==> config.mk <==
export PLATFORM = sky130hd
export DESIGN_NAME = instruction_fetch
export DESIGN_NICKNAME = d
export VERILOG_FILES = /design/src/rtl/instruction_fetch.sv
export SDC_FILE = /design/constraint.sdc
export NUM_CORES = 1
export LEC_CHECK = 0
export BUFFER_PORTS_ARGS = -buffer_cell sky130_fd_sc_hd__buf_2
export CAP_MARGIN = 20
export CORE_ASPECT_RATIO = 1.2
export CORE_MARGIN = 2
export CORE_UTILIZATION = 41
export CTS_CLUSTER_SIZE = 40
export DETAILED_ROUTE_END_ITERATION = 16
export GPL_ROUTABILITY_DRIVEN = 0
export MAX_ROUTING_LAYER = met4
export PLACE_DENSITY_LB_ADDON = 0.15
export SYNTH_ARGS = -nofsm -noshare
export SYNTH_HDL_FRONTEND = slang
export SYNTH_SLANG_ARGS = --single-unit
export TNS_END_PERCENT = 5
==> constraint.sdc <==
create_clock -name clk -period 5.1 [get_ports clk]
set_input_delay 0.51 -clock clk [delete_from_list [all_inputs] [get_ports clk]]
set_output_delay 0.51 -clock clk [all_outputs]
set_load 0.01 [all_outputs]
==> src/rtl/instruction_fetch.sv <==
// Fetch stage: owns the program counter, reads the instruction ROM and holds the IF/ID register
// with a valid/ready handshake toward decode, plus redirect, halt/resume and a fetch counter.
module instruction_fetch #(
  parameter logic [7:0]  RESET_PC = 8'h00,
  parameter logic [15:0] NOP_WORD = 16'h2800
) (
  input  logic        clk,
  input  logic        rst,
  output logic [7:0]  pc_out,
  input  logic [15:0] instr_in,
  output logic        id_valid,
  input  logic        id_ready,
  output logic [15:0] id_instr,
  output logic [7:0]  id_pc,
  output logic [7:0]  id_pc_plus1,
  input  logic        redirect_valid,
  input  logic [7:0]  redirect_target,
  input  logic        halt_req,
  input  logic        resume_req,
  output logic        halted,
  output logic [15:0] fetch_count
);

  typedef enum logic {StRun, StHalted} state_e;

  state_e      r_state, w_state_d;
  logic [7:0]  r_pc, w_pc_d;
  logic        r_id_valid, w_id_valid_d;
  logic [15:0] r_id_instr, w_id_instr_d;
  logic [7:0]  r_id_pc, w_id_pc_d;
  logic [15:0] r_fetch_count, w_fetch_count_d;
  logic        w_fetch_fire;

  // Halt/resume run independently of redirect; a redirect never changes the state.
  always_comb begin
    w_state_d = r_state;
    unique case (r_state)
      StRun:    if (halt_req)   w_state_d = StHalted;
      StHalted: if (resume_req) w_state_d = StRun;
      default:  w_state_d = StRun;
    endcase
  end

  assign w_fetch_fire = (r_state == StRun) && !halt_req && !redirect_valid &&
                        (!r_id_valid || id_ready);

  always_comb begin
    w_pc_d          = r_pc;
    w_id_valid_d    = r_id_valid;
    w_id_instr_d    = r_id_instr;
    w_id_pc_d       = r_id_pc;
    w_fetch_count_d = r_fetch_count;
    if (redirect_valid) begin
      // Flush wins even if decode signals ready this cycle.
      w_pc_d       = redirect_target;
      w_id_valid_d = 1'b0;
      w_id_instr_d = NOP_WORD;
    end else if (w_fetch_fire) begin
      w_id_instr_d = instr_in;
      w_id_pc_d    = r_pc;
      w_id_valid_d = 1'b1;
      w_pc_d       = r_pc + 8'd1;
      if (r_fetch_count != 16'hFFFF) w_fetch_count_d = r_fetch_count + 16'd1;
    end else if (r_id_valid && id_ready) begin
      w_id_valid_d = 1'b0;
    end
  end

  always_ff @(posedge clk) begin
    if (rst) begin
      r_state       <= StRun;
      r_pc          <= RESET_PC;
      r_id_valid    <= 1'b0;
      r_id_instr    <= NOP_WORD;
      r_id_pc       <= 8'h00;
      r_fetch_count <= 16'h0000;
    end else begin
      r_state       <= w_state_d;
      r_pc          <= w_pc_d;
      r_id_valid    <= w_id_valid_d;
      r_id_instr    <= w_id_instr_d;
      r_id_pc       <= w_id_pc_d;
      r_fetch_count <= w_fetch_count_d;
    end
  end

  assign pc_out      = r_pc;
  assign id_valid    = r_id_valid;
  assign id_instr    = r_id_instr;
  assign id_pc       = r_id_pc;
  assign id_pc_plus1 = r_id_pc + 8'd1;
  assign halted      = (r_state == StHalted);
  assign fetch_count = r_fetch_count;

endmodule

==> flow_summary.json <==
{
  "required_ns": 5.29,
  "finalSetupViolCount": 0,
  "area_growth_pct": 24.2,
  "final_cell_mix": "buf_2 (87), nand2_1 (59), dfxtp_1 (50)",
  "ys_ff_latch": 50,
  "track_usage": 0.192,
  "cts_buffers": 5,
  "grt_pass1_vias": 2011,
  "hold_buffers": 0,
  "clk_latency_ns": 0.30,
  "arrival_ns": 2.53,
  "r2r_start": "halted",
  "synthCells": 281,
  "slew_violations": 0,
  "cap_violations": 0,
  "cts.clk_slew.worst_paths_ns": 0.08,
  "synth_nets": 314,
  "dr.pass1.iters": 4,
  "synth.avg_cell_area_um2": 8.03,
  "avgRoutedWirePerCell_um": 13.2,
  "num_vias": 2223,
  "period_share": 0.459,
  "syn_area_um2": 2260,
  "finalCriticalPeriod_ns": 2.34,
  "dieWidth_um": 71.7,
  "critical_path_depth": 5,
  "routed_wl_um": 5590,
  "post_cts_resize_count": 0,
  "synth-main-ff-cell": "dfxtp_1",
  "cpLargestDelayFamily": "simple AND/OR/NAND/NOR gates",
  "diodes": 0,
  "drc": 0,
  "start_util": 0.426,
  "ctsHtreeMaxLevel": 2,
  "post_synth_num_cell_types": 39,
  "worstMarginPinSlew_ns": 0.754,
  "cp_cell_sequence": "buf_2 > clkinv_1 > nand3_1 > or4_1 > mux2_2",
  "yosys_warnings": 0,
  "ios": 88,
  "yosysSeqAreaShare": 0.444,
  "cts_buffer_depth": 2,
  "dpl.hpwl_um": 4090,
  "status": "finished clean",
  "synth_top_area_frac": 0.444,
  "r2r_end": "fetch_count[9]",
  "cts_tree": "built",
  "fin_util": 0.529,
  "via_per_inst": 5.24,
  "cp_max_fo": 22,
  "rows": 29,
  "drive_above_1_share": 0.279,
  "synth_edf_count": 0,
  "die-area_um2": 6110,
  "crit_start": "redirect_valid",
  "nNetsFinal": 395,
  "power_density_nw_per_um2": 256,
  "grt_pass1_wl_um": 9320,
  "cts.sinks": 50,
  "cp-start-kind": "primary input",
  "fp.dieH_um": 85.3,
  "async_flop_share": 0,
  "reg2reg_slack_ns": 2.80,
  "port_buffers": 87,
  "grt_max_degree": 37,
  "ant_nets": 0,
  "slowest_delay_ns": 0.76,
  "rsz0062_at_grt": "false",
  "synth_top_cell_by_area": "dfxtp_1",
  "slew_headroom": 0.496,
  "total_power_uw": 717,
  "grt-ovfl-total": 0,
  "final.setup_skew_ns": 0.00339,
  "num-fill-cells": 540,
  "fin_tns_setup_ns": 0,
  "antenna_found_initial": 0,
  "core_um2": 5300,
  "ys_top_cells_by_area": "dfxtp_1 (44%), nand2_1 (9.8%), a21oi_1 (6.7%)",
  "endpoint": "fetch_count[9]",
  "crit_type": "primary input to flop",
  "critical_path_buf_inv_count": 2,
  "hp-class": "primary input to flop",
  "post_cts_buffers": 0,
  "drtIter0Drc": 89,
  "crit_path_top_delay_cell": "or4_1",
  "max_freq_ghz": 0.428,
  "vdd_drop_max_uv": 110,
  "finalHoldViolations": 0,
  "root_buffer": "clkbuf_8",
  "ff2ff_path_depth": 4,
  "p_leak_nw": 1.20,
  "critPathCaptureType": "flop",
  "layout_commonest_cell": "buf_2"
}
## cells in the mapped netlist, drive strengths merged, types with 2 or more instances
cell    number
mux2         3
dfxtp       50
xnor2        9
or3          3
clkbuf      12
o31ai        3
o21ai        3
nand2       59
o221a        2
a211oi       9
nand3       17
a21oi       30
xor2         3
nand4        5
and3         3
or4          5
nor4         8
inv          3
buf          3
nor2        21
nor2b        4
ha           3
nor3         7
and4         2
## cell type report
type,instances,area (um2),share of cell area
sequential,50,1000,0.357
inverter,4,15.0,0.00536
timing repair buffer,89,450,0.161
tap,62,77.6,0.0277
multi-input combinational,212,1180,0.422
clock buffer,7,76.3,0.0272
## state kept, by name (all words and copies together) (netlist names)
signal and count:
fetch_count 16, halted 1, id_instr 16, id_pc 8, id_valid 1, pc_out 8
## through the flow
stage	hold WS, ns	instance area, um2	setup slack, ns	instances
after floorplan	0.481	2260	3.04	281
after global placement	0.439	2720	2.45	416
after detailed placement	0.446	2720	2.44	416
after CTS	0.383	2790	2.76	423
after global routing	0.385	2800	2.58	424
final	0.393	2800	2.76	424
## worst min-delay path by stage
stage	from	end	depth (start not counted)
final	resume_req	halted	2
after CTS	resume_req	halted	2
after global routing	resume_req	halted	2
after floorplan	id_instr[0]	id_instr[0]	2
after detailed placement	id_instr[5]	id_instr[5]	2
after global placement	id_instr[7]	id_instr[7]	2
## layer usage
metal	up-vias	track usage	wire [um]
li1	1154	-	-
met1	999	0.252	2670
met5	-	-	0
met3	8	0.0416	308
met4	0	0.0583	74
met2	62	0.295	2550
## cell families after synthesis
logic type,Yosys count,synth area share
flops,50,0.444
simple gates,138,0.288
compound gates,55,0.153
mux,4,0.0194
buf+inv,19,0.0327
xor+xnor,12,0.0466
fa+ha+maj,3,0.0166
## power by group
group          total, mW  internal [mW]  switching [mW]  leakage [nW]
clock              0.218         0.0948           0.123        0.0383
combinational     0.0823         0.0337          0.0486         0.753
sequential         0.416          0.403          0.0138         0.407
total              0.717          0.531           0.186          1.20
Power figures use the tool's default switching activity.
